`src/rtl/pong_pkg.sv`:
```
// Shared definitions for the pong button-conditioning path: the per-channel
// debounce state type, button index constants and a small width helper.
package pong_pkg;

  typedef enum logic [1:0] {
    IDLE         = 2'd0,
    PRESS_WAIT   = 2'd1,
    HELD         = 2'd2,
    RELEASE_WAIT = 2'd3
  } btn_state_t;

  localparam int BTN_U = 0;
  localparam int BTN_D = 1;
  localparam int BTN_L = 2;
  localparam int BTN_R = 3;

  // Largest of three cycle counts; sizes the shared channel counters.
  function automatic int max3(input int a, input int b, input int c);
    int m;
    m = a;
    if (b > m) m = b;
    if (c > m) m = c;
    return m;
  endfunction

endpackage

```
`src/rtl/btn_debounce_ch.sv`:
```
// Single pushbutton channel: 2-FF synchroniser, debounce FSM with registered
// level/press/release outputs, and step pulses. Auto-repeat on step is built
// only when BTN_AUTO_REPEAT_EN is defined; otherwise step mirrors press.
module btn_debounce_ch
  import pong_pkg::*;
#(
  parameter int DEBOUNCE_CYCLES = 1000000,
  parameter int REPEAT_DELAY    = 30000000,
  parameter int REPEAT_PERIOD   = 5000000
) (
  input  logic clk,
  input  logic rst_n,
  input  logic raw,
  output logic level,
  output logic press_pulse,
  output logic release_pulse,
  output logic step_pulse
);

  localparam int CNT_MAX = max3(DEBOUNCE_CYCLES, REPEAT_DELAY, REPEAT_PERIOD);
  localparam int CW      = $clog2(CNT_MAX + 1);

  localparam logic [CW-1:0] ONE     = CW'(1);
  localparam logic [CW-1:0] DB_LAST = CW'(DEBOUNCE_CYCLES - 1);

  logic            sync1;
  logic            sync2;
  btn_state_t      state;
  logic [CW-1:0]   cnt;

`ifdef BTN_AUTO_REPEAT_EN
  localparam logic [CW-1:0] DELAY_LAST  = CW'(REPEAT_DELAY - 1);
  localparam logic [CW-1:0] PERIOD_LAST = CW'(REPEAT_PERIOD - 1);

  logic [CW-1:0]   rcnt;
  logic            rphase;   // 0: waiting out the initial delay, 1: periodic
`endif

  // Two-flop synchroniser for the asynchronous raw button level.
  always_ff @(posedge clk) begin
    if (!rst_n) begin
      sync1 <= 1'b0;
      sync2 <= 1'b0;
    end else begin
      sync1 <= raw;
      sync2 <= sync1;
    end
  end

  // Debounce FSM; level and pulses are registered alongside the state so that
  // level rises/falls in the same cycle as the matching pulse.
  always_ff @(posedge clk) begin
    if (!rst_n) begin
      state         <= IDLE;
      cnt           <= '0;
      level         <= 1'b0;
      press_pulse   <= 1'b0;
      release_pulse <= 1'b0;
      step_pulse    <= 1'b0;
`ifdef BTN_AUTO_REPEAT_EN
      rcnt          <= '0;
      rphase        <= 1'b0;
`endif
    end else begin
      press_pulse   <= 1'b0;
      release_pulse <= 1'b0;
      step_pulse    <= 1'b0;
      case (state)
        IDLE: begin
          if (sync2) begin
            state <= PRESS_WAIT;
            cnt   <= ONE;
          end
        end
        PRESS_WAIT: begin
          if (!sync2) begin
            state <= IDLE;
            cnt   <= '0;
          end else if (cnt >= DB_LAST) begin
            // >= rather than == so DEBOUNCE_CYCLES=1 still accepts after one cycle
            state       <= HELD;
            cnt         <= '0;
            level       <= 1'b1;
            press_pulse <= 1'b1;
            step_pulse  <= 1'b1;
`ifdef BTN_AUTO_REPEAT_EN
            rcnt        <= '0;
            rphase      <= 1'b0;
`endif
          end else begin
            cnt <= cnt + ONE;
          end
        end
        HELD: begin
          if (!sync2) begin
            state <= RELEASE_WAIT;
            cnt   <= ONE;
          end else begin
`ifdef BTN_AUTO_REPEAT_EN
            if (rcnt >= (rphase ? PERIOD_LAST : DELAY_LAST)) begin
              step_pulse <= 1'b1;
              rcnt       <= '0;
              rphase     <= 1'b1;
            end else begin
              rcnt <= rcnt + ONE;
            end
`endif
          end
        end
        RELEASE_WAIT: begin
          // repeat counter is left untouched here so a bounce back to HELD resumes it
          if (sync2) begin
            state <= HELD;
            cnt   <= '0;
          end else if (cnt >= DB_LAST) begin
            state         <= IDLE;
            cnt           <= '0;
            level         <= 1'b0;
            release_pulse <= 1'b1;
`ifdef BTN_AUTO_REPEAT_EN
            rcnt          <= '0;
            rphase        <= 1'b0;
`endif
          end else begin
            cnt <= cnt + ONE;
          end
        end
        default: begin
          state <= IDLE;
          cnt   <= '0;
        end
      endcase
    end
  end

endmodule

```
`src/rtl/btn_conditioner.sv`:
```
// Conditions the raw up/down/left/right pushbuttons for the paddle/image
// logic: one independent debounce channel per button (bit 0=U, 1=D, 2=L, 3=R).
// Define BTN_AUTO_REPEAT_EN to add auto-repeat step pulses while held.
module btn_conditioner
  import pong_pkg::*;
#(
  parameter int N_BTN           = 4,
  parameter int DEBOUNCE_CYCLES = 1000000,
  parameter int REPEAT_DELAY    = 30000000,
  parameter int REPEAT_PERIOD   = 5000000
) (
  input  logic             CLK100MHZ,
  input  logic             CPU_RESETN,
  input  logic [N_BTN-1:0] btn_raw,
  output logic [N_BTN-1:0] btn_level,
  output logic [N_BTN-1:0] btn_press,
  output logic [N_BTN-1:0] btn_release,
  output logic [N_BTN-1:0] btn_step
);

  // One fully independent conditioning channel per button.
  for (genvar i = 0; i < N_BTN; i++) begin : g_ch
    btn_debounce_ch #(
      .DEBOUNCE_CYCLES (DEBOUNCE_CYCLES),
      .REPEAT_DELAY    (REPEAT_DELAY),
      .REPEAT_PERIOD   (REPEAT_PERIOD)
    ) u_ch (
      .clk           (CLK100MHZ),
      .rst_n         (CPU_RESETN),
      .raw           (btn_raw[i]),
      .level         (btn_level[i]),
      .press_pulse   (btn_press[i]),
      .release_pulse (btn_release[i]),
      .step_pulse    (btn_step[i])
    );
  end

endmodule
```
`config.mk`:
```
export PLATFORM = sky130hd
export DESIGN_NAME = btn_conditioner
export DESIGN_NICKNAME = d
export VERILOG_FILES = /design/src/rtl/pong_pkg.sv /design/src/rtl/btn_debounce_ch.sv /design/src/rtl/btn_conditioner.sv
export SDC_FILE = /design/constraint.sdc
export NUM_CORES = 1
export LEC_CHECK = 0
export CAP_MARGIN = 0
export CORE_UTILIZATION = 47
export DETAILED_ROUTE_END_ITERATION = 6
export GPL_TIMING_DRIVEN = 0
export PLACE_DENSITY = 0.71
export SYNTH_ARGS = -nofsm -noshare
export SYNTH_HDL_FRONTEND = slang
export SYNTH_SLANG_ARGS = --single-unit
```
`constraint.sdc`:
```
create_clock -name CLK100MHZ -period 3 [get_ports CLK100MHZ]
set_clock_uncertainty 0.1 [all_clocks]
set_input_delay 0.6 -clock CLK100MHZ [delete_from_list [all_inputs] [get_ports CLK100MHZ]]
set_output_delay 0.6 -clock CLK100MHZ [all_outputs]
set_load 0.005 [all_outputs]
```
# Word level (Yosys, flattened, before mapping)
# Index checks and enable logic that the tools add are counted.
classes:
  mul: 0
  add_sub_neg: 4
  muxes: 76
  n_eq_ne: 44
  bitwise_logic: 5
  div_mod_pow: 0
  n_shift: 0
  magnitude_cmp: 4
  reduce_logical: 28
ops:
  columns: ["op", "count"]
  rows:
  - ["2-to-1 mux 25 bit", 20]
  - ["case mux 25 bit (4 select lines)", 4]
  - ["adder 25 x 1 -> 25 bit, second input constant", 4]
  - [">= comparator 25 x 20 -> 1 bit, second input constant", 4]
  - ["2-to-1 mux 2 bit", 24]
  - ["inequality test 2 x 1 -> 1 bit, second input constant", 16]
  - ["case mux 2 bit (4 select lines)", 4]
  - ["2-to-1 mux 1 bit", 20]
  - ["AND reduction 5 bit", 4]
  - ["== test 2 bit, second input constant", 8]
  - ["inequality test 2 bit, second input constant", 8]
  - ["AND reduction 4 bit", 4]
  - ["inequality test 3 x 1 -> 1 bit, second input constant", 4]
  - ["inequality test 3 bit, second input constant", 4]
  - ["AND reduction 3 bit", 4]
  - ["OR reduction 3 bit", 4]
  - ["== test 2 x 1 -> 1 bit, second input constant", 4]
  - ["zero test 2 bit", 4]
  - ["case mux 1 bit (2 select lines)", 4]
  - ["AND reduction 2 bit", 4]
  - ["nonzero test 2 bit", 4]
  - ["NOT 1 bit", 5]
totals:
  in_bits: 6
  ram_bits: 0
  word_cells: 189
  romBits: 0
  mem_count: 0
  latchBits: 0
  regBits: 128

# Logic depth before layout (Yosys ltp)
# Gate-level depths: netlist of the first run.
depth:
  word_depth: 4
  depth_mapped: 8

# Modules after synthesis
# Synthesis of the first run repeated with hierarchy kept, for this count alone.
hier_totals:
  hier_cells: 726
  hier_area_um2: 6264.8
by_module_without_submodules:
  columns: ["module", "area_each_um2", "instances", "cells_each"]
  rows:
  - ["btn_debounce_ch (g_ch[0].u_ch ...)", 1574.0, 3, 184]
  - ["btn_debounce_ch (g_ch[3].u_ch)", 1542.7, 1, 174]

# Worst setup path after synthesis of the first run
# Ideal clock, no wire load.
synth_timing:
  kind: "register to register"
  from: "register g_ch[2].u_ch.cnt[10]"
  to: "register g_ch[2].u_ch.cnt[5]"
  path_buffers: 1
  setup_slack_ns: 0.803
  t_arrival_ns: 1.974
  path_stages_with_launch: 8
  setup_time_ns: 0.122
  path_cell_list: "dfxtp_1 or3_4 or4_4 o31ai_4 nor3_4 buf_6 a21oi_1 mux2i_1"
synth_between:
  elab_chain_len: 4
synth_lines:
  columns: ["element", "line_no", "source"]
  rows:
  - ["start: declaration", "btn_debounce_ch.sv:29", "logic [CW-1:0] cnt;"]
  - ["start signal: assignment", "btn_debounce_ch.sv:91", "cnt <= cnt + ONE;"]
  - ["start signal: assignment", "btn_debounce_ch.sv:125", "cnt <= cnt + ONE;"]
  - [">= comparator 25 x 20 -> 1 bit (*)", "btn_debounce_ch.sv:79, btn_debounce_ch.sv:115", null]
  - ["2-to-1 mux 25 bit (*)", "btn_debounce_ch.sv:79, btn_debounce_ch.sv:115", null]
  - ["2-to-1 mux 25 bit, on equally long branches", "btn_debounce_ch.sv:112, btn_debounce_ch.sv:76", null]
  - ["case mux 25 bit (4 select lines) (*)", "btn_debounce_ch.sv:68", "case (state)"]
# Mark *: on every way between the ends. The rest lies on a longest branch, timed or not.
# A chain may end at the register's enable or synchronous reset.

==> impl_metrics.csv, run 1 <==
group,metric,value,unit
run_status,outcome,"finished clean",
clocking,cts_htree_levels,4,
routing,drt_iter0_drc,292,
yosys,synthAdderAreaFrac,0.839,%
yosys,syn_inst,707,
floorplan,io_pins,22,
timing,finalSetupTns,0,ns
placed_design,place_area,6390,um^2
timing,fin_crit_sh,86.3,%
routing,drcViolationCount,0,
global_routing,grt_pass1_vias,4684,
final_layout,insertedDiodeCount,0,
yosys,muxShareOfSynthArea,2.01,%
yosys,synth-simple-area-share,27.7,%
global_routing,antenna_found_initial,0,
yosys,yosys_warnings,0,
final_layout,areaGrowthSynthToFinish,16.0,%
yosys,synth.most_common_cell,"dfxtp_1",
floorplan,dieArea,13100,um^2
routing,drtAntennaViolNets,0,
setup_path,path_max_fanout,10,
global_routing,grt_pass1_wl,21700,um
routing,post_drt_wl_per_cell,14.0,um
pwr,power.total,3.72,mW
yosys,ys_seq_area_share,43.0,%
yosys,async_reset_ff_share,0,%
pwr,pwr_density_cell,538,nW/um^2
clocking,worst_skew_pair.late_latency,0.42,ns
global_routing,track_usage,21.0,%
yosys,ys_ff_latch,128,
setup_path,critical_path_class,"input port to flip-flop",
timing,hold_viol_final,0,
yosys,synth_fp_nets,717,
setup_path,critPathArrivalTime,2.82,ns
yosys,synth_top_family_by_area,"simple AND/OR/NAND/NOR gates",
yosys,synthTopCellsByCount,"dfxtp_1 (128), nand2_1 (79), o21ai_0 (65)",
floorplan,initial_core_util,48.9,%
clocking,cts_tree,"done",
yosys,synth_top_area_share,43.0,%
clocking,cts_made_buffers,17,
timing,timing.final.max_slew_violations,0,
yosys,syn_avg_cell_area,8.44,um^2
global_routing,overflow,0,
floorplan,die-height,115,um
clocking,cts_resized,0,
routing,vias,5209,
routing,viasPerCell,5.63,
timing,worstMarginPinSlew,0.929,ns
clocking,post_cts_buffers,0,
timing,relSlewSlack,37.5,%
clocking,hold_buffers,0,
setup_path,cp-end-kind,"flip-flop",
clocking,clkTransAtPathRegs,0.05,ns
yosys,synth_ff_type,"dfxtp_1",
yosys,synth_edf_count,0,
placed_design,hpwlAfterDp,8850,um
clocking,cts-root-buf,"clkbuf_16",
clocking,clock_sinks,128,
final_layout,num-nets-final,757,
floorplan,die_w,115,um
yosys,synth_area_leader_cell,"dfxtp_1",
setup_path,cp-start-kind,"input port",
final_layout,fillers,1130,
run,max_cap_violations,0,
final_layout,finalInstanceArea,6920,um^2
timing,rsz0062_at_grt,"no",
yosys,synth.cell_area,5970,um^2
yosys,yosysUniqueCellTypes,66,
pwr,ir_worst_vdd,0.356,mV
pwr,p_leak,2.55,nW
yosys,synth.area.top_cells,"dfxtp_1 (43%), o21ai_0 (5.5%), nand2_1 (5.0%), nand3_1 (3.8%), a21oi_1 (3.4%)",
floorplan,coreArea,12200,um^2
final_layout,drive_gt1_share,9.51,%
yosys,synth_compound_area_share,17.6,%
placed_design,port_buffers,21,
routing,first_pass_iters,5,
clocking,cts_buffer_depth,2,
timing,period_minus_slack,2.59,ns
placed_design,place_congestion,0.926,
timing,setup_viol,0,
min_path,min_path_type,"flip-flop to flip-flop",
routing,wl,13000,um
yosys,yosys.area_share.xor_xnor,3.67,%
setup_path,critPathRequiredTime,3.23,ns
setup_path,r2r_slack,0.52,ns
global_routing,grt_start_max_net_pins,17,
floorplan,rows,40,
timing,fmax,0.386,GHz
## power by group
part | switching (mW) | internal, mW | leakage [nW]
Clock | 0.716 | 1.18 | 0.267
Sequential | 0.0123 | 1.71 | 1.03
Combinational | 0.0640 | 0.0383 | 1.25
Total | 0.792 | 2.93 | 2.55
## final timing paths
| path | startpoint | to | cells past startpoint |
|---|---|---|---|
| max reg2reg | g_ch[2].u_ch.cnt[10] | g_ch[2].u_ch.cnt[12] | 7 |
| max | CPU_RESETN | g_ch[2].u_ch.cnt[10] | 6 |
| min reg2reg | g_ch[1].u_ch.sync1 | g_ch[1].u_ch.sync2 | 1 |
| min | g_ch[1].u_ch.sync1 | g_ch[1].u_ch.sync2 | 1 |
## placed cells by master, fill, tap and decap left out, types with 14 or more instances in the layout
cell type / instances
clkbuf_1: 21
o21ai_0: 65
and3_1: 27
dfxtp_1: 128
clkdlybuf4s50_1: 21
nand3_1: 45
clkbuf_16: 17
buf_4: 16
nand2_1: 79
xor2_1: 14
a21oi_1: 41
nor2_1: 42
and2_1: 22
inv_1: 18
nor3_1: 20
nand4_1: 20
## per-stage QoR
stage	hold slack (ns)	setup WS, ns	std cells	util, %
2_1_floorplan	0.312	0.803	707	-
3_3_place_gp	0.318	0.113	896	52.3
3_5_place_dp	0.323	0.0417	896	52.3
4_1_cts	0.337	0.420	925	56.7
5_1_grt	0.355	0.218	925	56.7
6_report	0.334	0.411	925	56.7
## cells by family (layout without fill, tap and decap cells)
group | after synthesis | count (layout)
mux | 12 | 12
flops | 128 | 128
fa+ha+maj | 4 | 4
buf+inv | 62 | 112
xor+xnor | 25 | 25
compound gates | 166 | 166
simple gates | 310 | 310
## sequential cells by signal, summed over array words and instances (netlist names), named ones only
signal	flops
g_ch.u_ch.cnt	100
g_ch.u_ch.state	4
g_ch.u_ch.press_pulse	4
g_ch.u_ch.sync2	4
g_ch.u_ch.level	4
g_ch.u_ch.release_pulse	4
g_ch.u_ch.sync1	4
## area by class of cell
cell class,instances,area [um^2],share of cell area (%)
multi-input combinational,517,3090,44.7
clock inverter,7,62.6,0.904
sequential,128,2560,37.0
timing repair buffer,21,210,3.04
buffer,44,241,3.49
tap,168,210,3.04
inverter,18,67.6,0.976
clock buffer,22,474,6.85
## worst max-delay path, cell delays in order
cell             delay, ns
clkdlybuf4s50_1       0.67
inv_1                 0.19
nor3_1                0.60
clkbuf_1              0.45
a21oi_1               0.08
mux2i_1               0.22
## metal layers
metal  global-route usage, %  part of all wire [%]  vias to the layer above
met5                       0                     0                        -
met4                    8.48                   1.7                        0
met3                    5.93                   3.9                       20
met2                    32.9                    46                      114
met1                    27.1                    48                     2424
li1                        -                     -                     2651
Note: power is estimated with default switching activity, not from simulation.
==> inputs of run 2 (changes only) <==
Settings changed: HOLD_SLACK_MARGIN set to 0.15.
==> results of run 2 <==
Same layout as run 1: the final DEF is identical, and so are final timing and power.
==> inputs of run 3 (changes only) <==
Settings changed: ABC_AREA set to 1.
Clock period 3 ns to 3.1 ns, I/O delays scaled along.
==> run 3 against run 2 <==
  * Sequential share of layout area down 6.0 points
  * Core utilization down 2.1 points
  * Synthesized area up 21%
  * Worst setup slack better by 0.58 ns
  * Clock-buffer cell count down 3
  * Critical path depth down 4
  * Flip-flop and latch count unchanged
  * Routed wire length up 28%
  * Hold slack worse by 0.0074 ns
  * Sequential power down 3%
  * Via count up 33%
  * Power up 2.0%
  * Critical endpoint is now btn_level[2]
==> impl_metrics.csv, run 3 <==
group,metric,value,unit
final_layout,finalInstanceArea,8270,um^2
final_layout,regArea,2560,um^2
clocking,hold_buffers,0,
run_status,outcome,"finished clean",
final_layout,fillers,1509,
pwr,swShare,23.3,%
final_layout,insertedDiodeCount,0,
clocking,clkTransAtPathRegs,0.06,ns
timing,fin_crit_sh,68.0,%
clocking,worst_skew_pair.late_latency,0.43,ns
placed_design,hpwlAfterDp,11900,um
routing,post_drt_wl_per_cell,12.1,um
placed_design,place_area,7680,um^2
final_layout,final_cells,1375,
yosys,synth_ff_type,"dfxtp_1",
setup_path,r2r_slack,1.02,ns
setup_path,cp-end-kind,"output port",
routing,first_pass_iters,5,
yosys,synth_top_area_share,35.4,%
yosys,synth_area_leader_cell,"dfxtp_1",
timing,hold_viol_final,0,
floorplan,coreArea,15100,um^2
floorplan,die-height,126,um
timing,worstMarginPinSlew,0.700,ns
yosys,syn_avg_cell_area,6.38,um^2
final_layout,num-nets-final,1184,
timing,fmax,0.474,GHz
routing,drcViolationCount,0,
final_layout,drive_gt1_share,8.17,%
yosys,synth.most_common_cell,"nand2_1",
pwr,power_frac_comb,3.5,%
global_routing,grt_start_max_net_pins,17,
yosys,ys_ff_latch,128,
clocking,cts_buffer_depth,2,
timing,period_minus_slack,2.11,ns
setup_path,critical_path_class,"flip-flop to output port",
yosys,synth.cell_area,7240,um^2
pwr,ir_worst_vdd,0.405,mV
placed_design,dp_cells,1343,
final_layout,registers.top_by_ff_count,"g_ch.u_ch.cnt",
floorplan,dieArea,15900,um^2
clocking,cts_htree_levels,4,
pwr,internal-power,2.91,mW
timing,timing.final.max_slew_violations,0,
min_path,holdPathStages,2,
routing,vias,6912,
pwr,p_sw,0.886,mW
yosys,syn_inst,1135,
floorplan,initial_core_util,47.8,%
routing,drtAntennaViolNets,0,
routing,viasPerCell,5.03,
pwr,p_seq_share,44.0,%
yosys,ys_seq_area_share,35.4,%
yosys,synthTopCellsByCount,"nand2_1 (288), nor2_1 (162), inv_1 (147)",
clocking,cts_tree,"done",
global_routing,grt_pass1_vias,6333,
setup_path,r2r-end,"g_ch[0].u_ch.cnt[14]",
clocking,post_cts_buffers,0,
floorplan,rows,45,
timing,relSlewSlack,53.3,%
final_layout,post-route-util,54.6,%
pwr,power.total,3.80,mW
floorplan,io_pins,22,
final_layout,largest_register_ff_count,100,
setup_path,rr_startpoint,"g_ch[0].u_ch.cnt[0]",
final_layout,areaGrowthSynthToFinish,14.2,%
final_layout,final_cell_mix,"nand2_1 (288), nor2_1 (162), inv_1 (147), dfxtp_1 (128), nand3_1 (108)",
pwr,clockPowerShare,52.5,%
placed_design,port_buffers,20,
setup_path,critPathRequiredTime,2.38,ns
placed_design,place_congestion,0.911,
pwr,p_leak,3.45,nW
global_routing,overflow,0,
run,max_cap_violations,0,
yosys,synth.area.top_cells,"dfxtp_1 (35%), nand2_1 (15%), nor2_1 (8.4%), inv_1 (7.6%), nand3_1 (7.5%)",
clocking,cts_made_buffers,17,
setup_path,ff2ff_path_depth,11,
setup_path,critPathArrivalTime,1.39,ns
clocking,cts-root-buf,"clkbuf_16",
yosys,yosysUniqueCellTypes,37,
floorplan,die_w,126,um
final_layout,multiInputGateArea,3810,um^2
global_routing,grt_pass1_wl,28800,um
pwr,pwr_density_cell,459,nW/um^2
setup_path,path_max_fanout,2,
clocking,cts_resized,0,
yosys,synth_fp_nets,1145,
clocking,clock_sinks,128,
yosys,synth_edf_count,0,
timing,setup_viol,0,
global_routing,track_usage,22.2,%
yosys,async_reset_ff_share,0,%
global_routing,antenna_found_initial,0,
setup_path,cp-start-kind,"flip-flop",
min_path,hold-path-endpoint,"g_ch[2].u_ch.sync2",
routing,wl,16600,um
routing,drt_iter0_drc,533,
min_path,hold_start,"g_ch[2].u_ch.sync1",
timing,finalSetupTns,0,ns
timing,rsz0062_at_grt,"no",
final_layout,final_common_cell,"nand2_1",
yosys,yosys_warnings,0,
min_path,min_path_type,"flip-flop to flip-flop",
-- run 3: cell count changes after synthesis, sizes merged, moves of 19 or more --
cell	change
and3	-27
o21ai	-48
nor3	+19
and2	-22
inv	+133
nand2	+211
nor2	+126
nand3	+71
a21oi	+38
-- run 3: kinds of logic after synthesis --
kind of cell    count (synthesis)  share of synthesized area (%)
compound gates                115                           9.02
xor+xnor                       35                           4.23
fa+ha+maj                       4                          0.691
buf+inv                       204                           12.0
flops                         128                           35.4
simple gates                  649                           38.7
-- run 3: final cells by class --
class / instances / area share [%]
multi-input combinational: 803 / 46.1
buffer: 53 / 3.59
clock buffer: 19 / 5.48
timing repair buffer: 20 / 2.42
tap: 188 / 2.84
inverter: 151 / 6.88
clock inverter: 13 / 1.66
sequential: 128 / 31.0
-- run 3: how the worst max path moves through the flow --
stage	from	depth (start not counted)	slack, ns	end
after floorplan	CPU_RESETN	5	1.30	g_ch[0].u_ch.cnt[16]
after global placement	CPU_RESETN	5	0.71	g_ch[1].u_ch.cnt[12]
after detailed placement	CPU_RESETN	5	0.71	g_ch[1].u_ch.cnt[12]
after CTS	g_ch[3].u_ch.level	2	0.97	btn_level[3]
after global routing	g_ch[0].u_ch.cnt[0]	11	0.82	g_ch[0].u_ch.cnt[13]
final	g_ch[2].u_ch.level	2	0.99	btn_level[2]
-- run 3: through the flow --
step	setup WS, ns	hold WS (ns)
after floorplan	1.30	0.290
after global placement	0.715	0.297
after detailed placement	0.713	0.302
after CTS	0.972	0.317
after global routing	0.817	0.338
final	0.992	0.326
-- run 3: power groups by stage --
stage / clock network [mW] / logic [mW] / registers, mW
3_3_place_gp: 0 / 0.129 / 1.71
6_report: 1.99 / 0.132 / 1.67
3_5_place_dp: 0 / 0.132 / 1.71
4_1_cts: 2.02 / 0.133 / 1.67
2_1_floorplan: 0 / 0.0883 / 1.70
5_1_grt: 2.11 / 0.149 / 1.67
-- run 3: worst max-delay path: stages, from the launching register on --
cell and delay (ns):
dfxtp_1 0.36, buf_4 0.12, clkdlybuf4s50_1 0.49
-- run 3: metal layers --
metal	part of all wire, %	up-vias	global-route usage [%]	wire length, um
li1	-	3659	-	-
met1	49	3096	29.4	8090
met2	46	132	35.7	7640
met3	3.5	25	4.55	575
met4	1.7	0	8.01	285
met5	0	-	0	0
